## src/rtl/uart_rx_fifo_if.sv

```systemverilog
// uart_rx_fifo_if: CPU register bus between a host and the UART receive FIFO
// Signals:
//   access_addr  host -> fifo  register address
//   reg_r_en     host -> fifo  read strobe, one cycle per access
//   reg_w_en     host -> fifo  write strobe, one cycle per access
//   wr_data      host -> fifo  write data
//   rd_data      fifo -> host  registered read data
//   int_req      fifo -> host  interrupt request, data pending
//   fifo_empty   fifo -> host  live empty status
//   fifo_full    fifo -> host  live full status
//   overflow     fifo -> host  sticky overflow status
interface uart_rx_fifo_if;
    logic [7:0] access_addr;
    logic       reg_r_en;
    logic       reg_w_en;
    logic [7:0] wr_data;
    logic [7:0] rd_data;
    logic       int_req;
    logic       fifo_empty;
    logic       fifo_full;
    logic       overflow;
    modport master (
        output access_addr, reg_r_en, reg_w_en, wr_data,
        input  rd_data, int_req, fifo_empty, fifo_full, overflow
    );
    modport slave (
        input  access_addr, reg_r_en, reg_w_en, wr_data,
        output rd_data, int_req, fifo_empty, fifo_full, overflow
    );
endinterface

```

## src/rtl/uart_rx_fifo.sv

```systemverilog
// uart_rx_fifo: buffers bytes from a serial receiver and exposes them via CPU registers
// Ports:
//   clk        system clock, rising edge
//   rst_n      asynchronous active-low reset
//   i_rx_byte  received byte from the serial receiver
//   i_rx_flag  byte-valid flag; each rising transition pushes i_rx_byte
//   bus        CPU register bus (slave side): data register pops, status register reads/clears/flushes
module uart_rx_fifo #(
    parameter int         DEPTH     = 8,
    parameter logic [7:0] DATA_ADDR = 8'd253,
    parameter logic [7:0] STAT_ADDR = 8'd254
) (
    input  logic          clk,
    input  logic          rst_n,
    input  logic [7:0]    i_rx_byte,
    input  logic          i_rx_flag,
    uart_rx_fifo_if.slave bus
);
    localparam int AW = $clog2(DEPTH);

    logic [7:0]    r_mem [DEPTH];
    logic [AW-1:0] r_wr_ptr;
    logic [AW-1:0] r_rd_ptr;
    logic [3:0]    r_count;
    logic          r_flag_d;
    logic [7:0]    r_rd_data;
    logic          r_overflow;
    logic          r_int_req;

    logic w_push, w_pop, w_stat_rd, w_stat_wr, w_flush, w_clr_ov;
    logic w_empty, w_full, w_rd, w_wr, w_ovf;

    assign w_push    = i_rx_flag & ~r_flag_d;
    assign w_pop     = bus.reg_r_en & (bus.access_addr == DATA_ADDR);
    assign w_stat_rd = bus.reg_r_en & (bus.access_addr == STAT_ADDR);
    assign w_stat_wr = bus.reg_w_en & (bus.access_addr == STAT_ADDR);
    assign w_flush   = w_stat_wr & bus.wr_data[0];
    assign w_clr_ov  = w_stat_wr & bus.wr_data[7];
    assign w_empty   = (r_count == 4'd0);
    assign w_full    = (r_count == 4'(DEPTH));
    assign w_rd      = w_pop & ~w_empty;
    // A full FIFO still accepts a push when the same cycle pops; a flush drops the push outright
    assign w_wr      = w_push & (~w_full | w_rd) & ~w_flush;
    assign w_ovf     = w_push & w_full & ~w_rd & ~w_flush;

    always_ff @(posedge clk) begin
        if (w_wr) r_mem[r_wr_ptr] <= i_rx_byte;
    end

    always_ff @(posedge clk or negedge rst_n) begin
        if (!rst_n) begin
            r_wr_ptr   <= '0;
            r_rd_ptr   <= '0;
            r_count    <= 4'd0;
            r_flag_d   <= 1'b1;
            r_rd_data  <= 8'h00;
            r_overflow <= 1'b0;
            r_int_req  <= 1'b0;
        end else begin
            r_flag_d  <= i_rx_flag;
            r_int_req <= ~w_empty;
            if (w_pop) r_rd_data <= w_empty ? 8'h00 : r_mem[r_rd_ptr];
            else if (w_stat_rd) r_rd_data <= {r_overflow, w_full, w_empty, 1'b0, r_count};
            // Set wins over clear when an overflow coincides with a clear request
            r_overflow <= w_ovf | (r_overflow & ~w_clr_ov);
            if (w_flush) begin
                r_wr_ptr <= '0;
                r_rd_ptr <= '0;
                r_count  <= 4'd0;
            end else begin
                if (w_wr) r_wr_ptr <= r_wr_ptr + AW'(1);
                if (w_rd) r_rd_ptr <= r_rd_ptr + AW'(1);
                r_count <= r_count + {3'b0, w_wr} - {3'b0, w_rd};
            end
        end
    end

    assign bus.rd_data    = r_rd_data;
    assign bus.int_req    = r_int_req;
    assign bus.fifo_empty = w_empty;
    assign bus.fifo_full  = w_full;
    assign bus.overflow   = r_overflow;
endmodule

```

## src/flat_wrapper.sv

```systemverilog
// flat-port wrapper written by rule: the top's interface ports become plain ports
module uart_rx_fifo_flat 
#(
    parameter int         DEPTH     = 8,
    parameter logic [7:0] DATA_ADDR = 8'd253,
    parameter logic [7:0] STAT_ADDR = 8'd254
)
  (clk, rst_n, i_rx_byte, i_rx_flag, bus_access_addr, bus_reg_r_en, bus_reg_w_en, bus_wr_data, bus_rd_data, bus_int_req, bus_fifo_empty, bus_fifo_full, bus_overflow);
  uart_rx_fifo_if bus_i ();
  input  logic clk;
  input  logic rst_n;
  input  logic [7:0] i_rx_byte;
  input  logic i_rx_flag;
  input wire logic [$bits(bus_i.access_addr)-1:0] bus_access_addr;
  input wire logic [$bits(bus_i.reg_r_en)-1:0] bus_reg_r_en;
  input wire logic [$bits(bus_i.reg_w_en)-1:0] bus_reg_w_en;
  input wire logic [$bits(bus_i.wr_data)-1:0] bus_wr_data;
  output wire logic [$bits(bus_i.rd_data)-1:0] bus_rd_data;
  output wire logic [$bits(bus_i.int_req)-1:0] bus_int_req;
  output wire logic [$bits(bus_i.fifo_empty)-1:0] bus_fifo_empty;
  output wire logic [$bits(bus_i.fifo_full)-1:0] bus_fifo_full;
  output wire logic [$bits(bus_i.overflow)-1:0] bus_overflow;
  assign bus_i.access_addr = bus_access_addr;
  assign bus_i.reg_r_en = bus_reg_r_en;
  assign bus_i.reg_w_en = bus_reg_w_en;
  assign bus_i.wr_data = bus_wr_data;
  assign bus_rd_data = bus_i.rd_data;
  assign bus_int_req = bus_i.int_req;
  assign bus_fifo_empty = bus_i.fifo_empty;
  assign bus_fifo_full = bus_i.fifo_full;
  assign bus_overflow = bus_i.overflow;
  uart_rx_fifo #(.DEPTH(DEPTH), .DATA_ADDR(DATA_ADDR), .STAT_ADDR(STAT_ADDR)) u_core (.clk(clk), .rst_n(rst_n), .i_rx_byte(i_rx_byte), .i_rx_flag(i_rx_flag), .bus(bus_i));
endmodule
```

## config.mk

```make
export PLATFORM = sky130hd
export DESIGN_NAME = uart_rx_fifo_flat
export DESIGN_NICKNAME = d
export VERILOG_FILES = /design/src/rtl/uart_rx_fifo_if.sv /design/src/rtl/uart_rx_fifo.sv /design/src/flat_wrapper.sv
export SDC_FILE = /design/constraint.sdc
export NUM_CORES = 1
export LEC_CHECK = 0
export BUFFER_PORTS_ARGS = -buffer_cell sky130_fd_sc_hd__buf_2
export CAP_MARGIN = 20
export CORE_UTILIZATION = 52
export DETAILED_ROUTE_END_ITERATION = 16
export GPL_TIMING_DRIVEN = 1
export MAX_ROUTING_LAYER = met4
export PLACE_DENSITY = 0.73
export SLEW_MARGIN = 20
export SYNTH_ARGS = -nofsm -noshare
export SYNTH_HDL_FRONTEND = slang
export SYNTH_SLANG_ARGS = --single-unit
```

## constraint.sdc

```tcl
create_clock -name clk -period 2.4 [get_ports clk]
set_input_delay 0.24 -clock clk [delete_from_list [all_inputs] [get_ports clk]]
set_output_delay 0.24 -clock clk [all_outputs]
set_load 0.01 [all_outputs]
```

==> metrics.md, run 1 <==
| Metric | Value |
|---|---|
| Mapped Area | `0.00375 sq mm` |
| Row count | `30` |
| Leakage | `1.59 nW` |
| Place WS | `-109 ps` |
| Die width | `87.0 um` |
| Post-DP HPWL | `5170 um` |
| Crit-path cells | `inv_2 > ha_4 > nand3_4 > inv_4 > or4_4 > inv_4 > ha_4 > inv_2 > ha_4 > fa_2 > and2_4` |
| Total core area | `0.00687 sq mm` |
| Clock buffer count from CTS | `9` |
| Slew Viols, Final | `0` |
| CTS sink count | `85` |
| Post-route cell area | `0.00443 sq mm` |
| Nets | `347` |
| Hold Startpoint | `i_rx_byte[5]` |
| Min Clock Period, post-route | `2360 ps` |
| Final WS setup | `36.4 ps` |
| First-pass GRT wire length | `11,800 um` |
| Die Y-Extent | `87.0 um` |
| Mapped Avg Cell Area | `15.1 sq um` |
| GP Congestion | `0.797` |
| CTS clk-pin slew, worst paths | `80 ps` |
| Total power divided by cell area | `803 mW/mm^2` |
| Type of the tightest min-delay check | `input pin to register` |
| Mapped Cells | `249` |
| Sequential element share of the synthesized area | `0.652` |
| Clock latency on the worst-skew pair | `350 ps` |
| Vias in the first global route | `2,300` |
| TritonCTS clock tree | `built` |
| Status | `completed` |
| Max-cap violations | `0` |
| Relative slew margins | `0.527` |
| Crit-path max FO | `5` |
| Unrepaired setup endpoints after global routing | `yes` |
| CP Data Required Time | `2650 ps` |
| Commonest cells after routing, fill and taps aside | `edfxtp_1 (64), buf_2 (34), buf_4 (22)` |
| Worst slew pin tran | `705 ps` |
| EDFF count, synth | `64` |
| Clk root buf | `clkbuf_8` |
| Initial antenna violation count | `0` |
| Max Buffers Root-to-Sink | `2` |
| Num ports | `41` |
| Crit path capture type | `register` |
| Syn Nets | `287` |
| Crit Path Class | `register to register` |
| Worst setup path startpoint | `u_core.r_count[3]` |
| Initial Utilization | `0.546` |
| H-tree depth | `3` |
| Pin count of the biggest net entering global routing | `35` |
| Ys async rst share | `0.247` |
| Ratio of cells with drive above 1 in the final layout | `0.382` |
| Synth warnings | `0` |
| R2R Path Start | `u_core.r_count[3]` |
| Cell mode on critical path | `ha_4` |
| Yosys top cell by area | `edfxtp_1` |
| PortBufs | `34` |
| Worst path max stage delay | `550 ps` |
| Iter 0 DRT Violations | `189` |
| Diodes inserted | `0` |
| Ys flop type | `edfxtp_1` |
| Synth Register Bits | `85` |
| Wirelength per Cell | `18.1 um` |
| Fmax | `423 MHz` |
| Max VDD drop | `0.000461 V` |
| Vias/cell | `5.54` |
| Final number of hold-violating endpoints | `0` |
| Crit path DAT | `2610 ps` |
| Total track usage | `0.227` |
| Final Setup Violations | `0` |
| Most common cell after layout, fill and taps aside | `edfxtp_1` |
| Clk_skew | `8.07 ps` |
| Global route overflow | `0` |
| Final period util | `0.985` |
| Library cells used by synthesis | `55` |
| Detailed-route via count | `2,272` |
| Post-route ant nets | `0` |
| Total Die Area | `0.00756 sq mm` |
| Layout area overhead | `18.0%` |
| CP max stage cell | `or4_4` |
| Synth area leaders | `edfxtp_1 (51%), dfrtp_1 (13%), mux4_2 (4.8%)` |
| Remaining design rule violation count | `0` |
| DRT Wirelength | `7410 um` |
| Critical Path Start Type | `register` |
| Post-DP Area | `0.00416 sq mm` |
| DR pass1 iterations | `4` |
| Share of the synthesized area in the top cell type | `0.512` |
flip-flops by register name, indices dropped and copies added (netlist names):
signal               count
u_core.bus.int_req       1
u_core.bus.overflow      1
u_core.bus.rd_data       8
u_core.r_count           4
u_core.r_flag_d          1
u_core.r_mem            64
u_core.r_rd_ptr          3
u_core.r_wr_ptr          3
layer usage:
| metal | global-route usage | routed length [um] | part of all wire |
|---|---|---|---|
| met1 | 0.290 | 3310 | 0.45 |
| met3 | 0.0398 | 277 | 0.037 |
| met4 | 0.0955 | 114 | 0.015 |
| met2 | 0.361 | 3710 | 0.50 |
| met5 | - | 0 | 0 |
path summary, 6_finish.rpt:
check	to	slack (ps)	cells past startpoint
worst max-delay path	u_core.r_count[1]	40	11
worst min-delay path	u_core.r_mem[3][5]	150	1
worst max register to register	u_core.r_count[1]	40	11
worst min register to register	u_core.bus.rd_data[6]	510	1
max in group asynchronous	u_core.r_flag_d	1670	2
min in group asynchronous	u_core.bus.rd_data[2]	370	2
logic make-up (layout without fill, tap and decap cells):
group,Yosys count,in the layout,synth area share
flops,85,85,0.652
buf+inv,21,86,0.0350
compound gates,42,42,0.0780
simple gates,69,69,0.113
fa+ha+maj,9,9,0.0320
xor+xnor,4,4,0.00934
mux,19,19,0.0800
per-stage QoR:
step	util	total power, mW	TNS [ps]	hold WS, ps	std cells
CTS	0.636	3.52	0	136	409
finish	0.645	3.56	0	147	410
floorplan	-	2.37	-4690	-55.6	249
global placement	0.606	2.60	-1300	218	391
global route	0.645	3.75	-40.4	143	410
detailed placement	0.606	2.63	-1630	226	391
what timing repair did:
action	CTS	global route
hold endpoints to repair	21	0
gates resized for setup	5	13
pin swaps	0	8
hold buffers	2	0
setup buffers	0	1
setup endpoints to repair	40	63
Yosys cell counts, drive strengths merged, types with 6 or more instances:
cell,count
nor2,10
inv,12
mux2,8
a21oi,6
o21ai,9
dfrtp,20
nor2b,7
mux4,8
o22a,6
edfxtp,64
nor4,8
ha,8
nand2,9
clkbuf,6
critical path: cells and delay by family (launching register included):
kind                       cells  cell delay, ps
and+or+nand+nor                3             760
buffers and inverters          4             230
DFF                            1             370
adders and majority gates      4             910
report_power, final:
group,internal (mW),leakage (nW),switching (mW)
clock,0.378,0.0776,0.492
combinational,0.396,0.681,0.420
sequential,1.75,0.828,0.116
total,2.53,1.59,1.03
area by class of cell:
type                            count  area [sq um]
Timing Repair Buffer               58           355
Tap cell                           96           120
Clock buffer                       11           131
Sequential cell                    85          2450
Inverter                           12          50.0
Fill cell                         525          2440
Clock inverter                      5          36.3
Multi-Input combinational cell    143          1290
(Power assumes the default switching activity.)
==> inputs of run 2 (changes only) <==
==> constraint.sdc (replaced) <==
create_clock -name clk -period 2.4 [get_ports clk]
set_input_delay 0.6 -clock clk [delete_from_list [all_inputs] [get_ports clk]]
set_output_delay 0.6 -clock clk [all_outputs]
set_load 0.01 [all_outputs]
==> run 2 against run 1 <==
Cell area grew 2.4%. Clock power is 31% higher. Global-route usage rose by 0.28 points. Sequential cell count stayed put. Die area did not move. Sequential power is essentially flat. Critical path type unchanged. Largest power group unchanged.
==> metrics.md, run 2 (synthesis gave the netlist of run 1 again) <==
| Metric | Value |
|---|---|
| Status | `completed (unchanged)` |
| Total core area | `0.00687 sq mm (unchanged)` |
| Wirelength per Cell | `18.0 um (was 18.1 um)` |
| Crit path capture type | `register (unchanged)` |
| Global route overflow | `0 (unchanged)` |
| Design Power | `3.80 mW (was 3.56 mW)` |
| Clock buffer count from CTS | `9 (unchanged)` |
| Final Setup Violations | `0 (unchanged)` |
| DRT Wirelength | `7580 um (was 7410 um)` |
| Crit-path cells | `inv_1 > ha_2 > nand3_4 > inv_4 > or4_4 > inv_2 > ha_4 > inv_2 > ha_4 > fa_2 > and2_1 (was inv_2 > ha_4 > nand3_4 > inv_4 > or4_4 > inv_4 > ha_4 > inv_2 > ha_4 > fa_2 > and2_4)` |
| Num ports | `41 (unchanged)` |
| Clock latency on the worst-skew pair | `350 ps (about the same)` |
| Crit path DAT | `2600 ps (was 2610 ps)` |
| Biggest register | `u_core.r_mem (unchanged)` |
| Worst path max stage delay | `510 ps (was 550 ps)` |
| Layout area overhead | `20.9% (was 18.0%)` |
| H-tree depth | `3 (unchanged)` |
| PortBufs | `34 (unchanged)` |
| Initial Utilization | `0.546 (unchanged)` |
| TritonCTS clock tree | `built (unchanged)` |
| Row count | `30 (unchanged)` |
| Detailed-route via count | `2,366 (was 2,272)` |
| Hold-fix buffers, CTS | `0 (was 2)` |
| Post-CTS Repair Setup Buffers | `0 (unchanged)` |
| Die Y-Extent | `87.0 um (unchanged)` |
| Vias/cell | `5.63 (was 5.54)` |
| Post-DP HPWL | `5200 um (was 5170 um)` |
| Ratio of cells with drive above 1 in the final layout | `0.398 (was 0.382)` |
| Fin Hold WS | `197 ps (was 147 ps)` |
| Gates resized, CTS repair | `3 (was 5)` |
| Most common cell after layout, fill and taps aside | `edfxtp_1 (unchanged)` |
| Min Clock Period, post-route | `2340 ps (was 2360 ps)` |
| CTS sink count | `85 (unchanged)` |
| Slew Viols, Final | `0 (unchanged)` |
| Critical Path Start Type | `register (unchanged)` |
| Core Util, Final | `0.660 (was 0.645)` |
| Pin count of the biggest net entering global routing | `35 (unchanged)` |
| Clk_skew | `13.6 ps (was 8.07 ps)` |
| Total Die Area | `0.00756 sq mm (unchanged)` |
| Remaining design rule violation count | `0 (unchanged)` |
| Unrepaired setup endpoints after global routing | `yes (unchanged)` |
| Leakage | `1.67 nW (was 1.59 nW)` |
| Crit-path max FO | `2 (was 5)` |
| Worst slew pin tran | `555 ps (was 705 ps)` |
| Total power divided by cell area | `837 mW/mm^2 (was 803 mW/mm^2)` |
| Iter 0 DRT Violations | `128 (was 189)` |
| CP Data Required Time | `2650 ps (about the same)` |
| Fill cells | `497 (was 525)` |
| R2r worst-path depth | `11 (unchanged)` |
| Total track usage | `0.230 (was 0.227)` |
| Nets | `357 (was 347)` |
| DR pass1 iterations | `4 (unchanged)` |
| Final number of hold-violating endpoints | `0 (unchanged)` |
| Final WS setup | `56.1 ps (was 36.4 ps)` |
| Final period util | `0.977 (was 0.985)` |
| Commonest cells after routing, fill and taps aside | `edfxtp_1 (64), buf_2 (34), buf_4 (34) (was edfxtp_1 (64), buf_2 (34), buf_4 (22))` |
| Crit Path Class | `register to register (unchanged)` |
| Place WS | `-145 ps (was -109 ps)` |
| Type of the tightest min-delay check | `input pin to async pin (was input pin to register)` |
| Relative slew margins | `0.630 (was 0.527)` |
| Multi-input gate area | `0.00126 sq mm (was 0.00129 sq mm)` |
| Total Neg Setup Slack | `0 ps (unchanged)` |
| Max Buffers Root-to-Sink | `2 (unchanged)` |
| Initial antenna violation count | `0 (unchanged)` |
| First-pass GRT wire length | `12,000 um (was 11,800 um)` |
| CTS clk-pin slew, worst paths | `90 ps (was 80 ps)` |
| CP max stage cell | `or4_4 (unchanged)` |
| Post-route ant nets | `0 (unchanged)` |
| Seq. cell area | `0.00245 sq mm (unchanged)` |
| Clk root buf | `clkbuf_8 (unchanged)` |
| Max VDD drop | `0.000553 V (was 0.000461 V)` |
| Fmax | `427 MHz (was 423 MHz)` |
| Die width | `87.0 um (unchanged)` |
| GP Congestion | `0.842 (was 0.797)` |
| Max-cap violations | `0 (unchanged)` |
| Max FFs per register | `64 (unchanged)` |
| Vias in the first global route | `2,375 (was 2,300)` |
| Diodes inserted | `0 (unchanged)` |
-- run 2: cell types whose count changed in the layout (fill, tap and decap cells not counted), sizes merged --
cell	delta
buf	+12
bufinv	+2
clkinvlp	-1
clkbuf	-1
dlygate4sd3	-2
-- run 2: power by group --
part           leakage (nW)  switching [mW]  internal, mW
registers             0.828           0.115          1.75
logic                 0.730           0.406         0.383
clock network         0.113           0.520         0.622
-- run 2: final cells by class --
| class | instances | share of cell area |
|---|---|---|
| flip-flops and latches | 85 | 0.540 |
| clock inverters | 6 | 0.0207 |
| inverters | 12 | 0.0105 |
| multi-input cells | 143 | 0.279 |
| well taps | 96 | 0.0265 |
| clock buffers | 10 | 0.0303 |
| repair buffers | 68 | 0.0938 |
-- run 2: worst max-delay path, delay by kind of cell (launching register included) --
kind | cells | cell delay (ps)
adder cells (fa/ha/maj) | 4 | 930
AND/OR/NAND/NOR | 3 | 720
flip-flops | 1 | 360
buffers and inverters | 4 | 240
-- run 2: layer usage --
layer  GRT usage  share of wire  vias up
met2       0.361           0.50       55
met1       0.295           0.45     1195
li1            -              -     1108
met3      0.0578          0.037        8
met5           -              0        -
met4      0.0758          0.012        0
-- run 2: per-stage QoR --
stage,std cells,instance area [sq um]
2_1_floorplan,249,3810
3_3_place_gp,404,4280
3_5_place_dp,404,4280
4_1_cts,420,4520
5_1_grt,420,4540
6_report,420,4540
-- run 2: path summary, 6_finish.rpt --
check | from | endpoint | slack [ps]
hold reg to reg | u_core.bus.rd_data[1] | u_core.bus.rd_data[1] | 510
max in group asynchronous | rst_n | u_core.r_flag_d | 1850
setup / recovery | u_core.r_count[3] | u_core.r_count[1] | 60
setup reg to reg | u_core.r_count[3] | u_core.r_count[1] | 60
min in group clk | i_rx_flag | u_core.r_flag_d | 370
hold / removal | rst_n | u_core.r_count[1] | 200
==> inputs of run 3 (changes only) <==
- BUFFER_PORTS_ARGS: -buffer_cell sky130_fd_sc_hd__buf_2 -> -buffer_cell sky130_fd_sc_hd__clkbuf_2
==> run 3 against run 2 <==
Sequential power is essentially flat. Non-clock buffer count up 2. Register-to-register slack hardly changed. First-iteration DRC count increased by 55%. Die area stayed put. Global-route usage fell by 0.65 points. Maximum frequency increased by 0.11%. Critical path depth stayed put. Critical path type unchanged.
==> metrics.md, run 3 (synthesis gave the netlist of run 1 again) <==
| Metric | Value |
|---|---|
| Status | `completed (unchanged)` |
| Max FFs per register | `64 (unchanged)` |
| Critical path depth | `11 (unchanged)` |
| Crit-path cells | `inv_2 > ha_4 > nand3_4 > inv_4 > or4_4 > inv_2 > ha_4 > inv_2 > ha_4 > fa_2 > and2_4 (was inv_1 > ha_2 > nand3_4 > inv_4 > or4_4 > inv_2 > ha_4 > inv_2 > ha_4 > fa_2 > and2_1)` |
| Clk_skew | `8.58 ps (was 13.6 ps)` |
| Num ports | `41 (unchanged)` |
| Global route overflow | `0 (unchanged)` |
| Detailed-route via count | `2,357 (was 2,366)` |
| Clock latency on the worst-skew pair | `350 ps (about the same)` |
| Type of the tightest min-delay check | `input pin to async pin (unchanged)` |
| Final Setup Violations | `0 (unchanged)` |
| Total track usage | `0.223 (was 0.230)` |
| Worst Setup EP | `u_core.r_count[1] (unchanged)` |
| R2R Setup Slk | `60 ps (about the same)` |
| CTS sink count | `85 (unchanged)` |
| Die width | `87.0 um (unchanged)` |
| Wirelength per Cell | `17.5 um (was 18.0 um)` |
| Initial Utilization | `0.546 (unchanged)` |
| Total Die Area | `0.00756 sq mm (unchanged)` |
| Max VDD drop | `0.000453 V (was 0.000553 V)` |
| R2R Path Start | `u_core.r_count[3] (unchanged)` |
| Worst path max stage delay | `510 ps (about the same)` |
| Max-cap violations | `0 (unchanged)` |
| Fill cells | `489 (was 497)` |
| Min Clock Period, post-route | `2340 ps (about the same)` |
| Initial antenna violation count | `0 (unchanged)` |
| Fin Hold WS | `216 ps (was 197 ps)` |
| GP Congestion | `0.847 (was 0.842)` |
| Crit-path max FO | `2 (unchanged)` |
| CTS clk-pin slew, worst paths | `80 ps (was 90 ps)` |
| DRT Wirelength | `7390 um (was 7580 um)` |
| PortBufs | `34 (unchanged)` |
| Die Y-Extent | `87.0 um (unchanged)` |
| Ratio of cells with drive above 1 in the final layout | `0.408 (was 0.398)` |
| Worst slew pin tran | `562 ps (was 555 ps)` |
| Gates resized, CTS repair | `4 (was 3)` |
| Diodes inserted | `0 (unchanged)` |
| Post-CTS Repair Setup Buffers | `0 (unchanged)` |
| Seq. cell area | `0.00245 sq mm (unchanged)` |
| First-pass GRT wire length | `11,900 um (was 12,000 um)` |
| TritonCTS clock tree | `built (unchanged)` |
| Nets | `359 (was 357)` |
| Max Buffers Root-to-Sink | `2 (unchanged)` |
| Crit Path Class | `register to register (unchanged)` |
| Remaining design rule violation count | `0 (unchanged)` |
| Row count | `30 (unchanged)` |
| Clk root buf | `clkbuf_8 (unchanged)` |
| CP Data Required Time | `2650 ps (about the same)` |
| Hold-fix buffers, CTS | `0 (unchanged)` |
| Post-DP HPWL | `5120 um (was 5200 um)` |
| Final number of hold-violating endpoints | `0 (unchanged)` |
| Fmax | `427 MHz (about the same)` |
| Total power divided by cell area | `835 mW/mm^2 (was 837 mW/mm^2)` |
| Clock buffer count from CTS | `9 (unchanged)` |
| Slew Viols, Final | `0 (unchanged)` |
| Post-route ant nets | `0 (unchanged)` |
| Iter 0 DRT Violations | `199 (was 128)` |
| Worst setup path startpoint | `u_core.r_count[3] (unchanged)` |
| Relative slew margins | `0.625 (was 0.630)` |
| Final period util | `0.976 (was 0.977)` |
| CP max stage cell | `or4_4 (unchanged)` |
| Crit path capture type | `register (unchanged)` |
| Biggest register | `u_core.r_mem (unchanged)` |
| Multi-input gate area | `0.00127 sq mm (was 0.00126 sq mm)` |
| Total core area | `0.00687 sq mm (unchanged)` |
| Commonest cells after routing, fill and taps aside | `edfxtp_1 (64), buf_4 (36), clkbuf_2 (34) (was edfxtp_1 (64), buf_2 (34), buf_4 (34))` |
| Crit path DAT | `2590 ps (was 2600 ps)` |
| Layout area overhead | `21.2% (was 20.9%)` |
| Vias in the first global route | `2,351 (was 2,375)` |
| Design Power | `3.80 mW (about the same)` |
| Pin count of the biggest net entering global routing | `35 (unchanged)` |
| Reg2reg end | `u_core.r_count[1] (unchanged)` |
| Most common cell after layout, fill and taps aside | `edfxtp_1 (unchanged)` |
| R2r worst-path depth | `11 (unchanged)` |
| H-tree depth | `3 (unchanged)` |
| DR pass1 iterations | `4 (unchanged)` |
| Critical Path Start Type | `register (unchanged)` |
| Leakage | `1.69 nW (was 1.67 nW)` |
| Vias/cell | `5.59 (was 5.63)` |
| CP bufs+invs | `4 (unchanged)` |
| CP top delay family | `adder cells (unchanged)` |
## run 3: worst register-to-register path: stages, from the launching register on
cell and delay (ps):
dfrtp_1 380, inv_2 60, ha_4 160, nand3_4 70
inv_4 30, or4_4 510, inv_2 80, ha_4 190
inv_2 60, ha_4 140, fa_2 430, and2_4 140
## run 3: cell type report
cell class              count  area share
clock inverters             6      0.0190
inverters                  12      0.0104
repair buffers             70      0.0968
clock buffers              10      0.0302
multi-input cells         143       0.279
well taps                  96      0.0264
flip-flops and latches     85       0.538
## run 3: worst min-delay path by stage
| stage | startpoint | to | slack, ps |
|---|---|---|---|
| 6_report | rst_n | u_core.bus.rd_data[2] | 220 |
| 5_1_grt | rst_n | u_core.bus.rd_data[2] | 250 |
| 3_3_place_gp | u_core.bus.rd_data[2] | u_core.bus.rd_data[2] | 490 |
| 3_5_place_dp | u_core.bus.rd_data[1] | u_core.bus.rd_data[1] | 500 |
| 4_1_cts | rst_n | u_core.bus.rd_data[4] | 230 |
| 2_1_floorplan | rst_n | u_core.bus.int_req | 300 |
## run 3: power by group
part | internal, mW | switching, mW
Combinational | 0.403 | 0.415
Sequential | 1.75 | 0.114
Clock | 0.613 | 0.499
Total | 2.77 | 1.03
## run 3: layer usage
metal / track usage / up-vias / wire, um
met3: 0.0360 / 5 / 239
met5: - / - / 0
met4: 0.0818 / 0 / 74
met2: 0.354 / 52 / 3710
li1: - / 1113 / -
met1: 0.293 / 1187 / 3370
## run 3: metrics by stage
stage	TNS [ps]	util	instances	instance area [sq um]	setup slack, ps
2_1_floorplan	-7080	-	249	3810	-282
3_3_place_gp	-1710	0.625	406	4290	-143
3_5_place_dp	-1630	0.625	406	4290	-141
4_1_cts	0	0.660	422	4530	0.109
5_1_grt	-0.261	0.662	422	4550	-0.261
6_report	0	0.662	422	4550	58.6
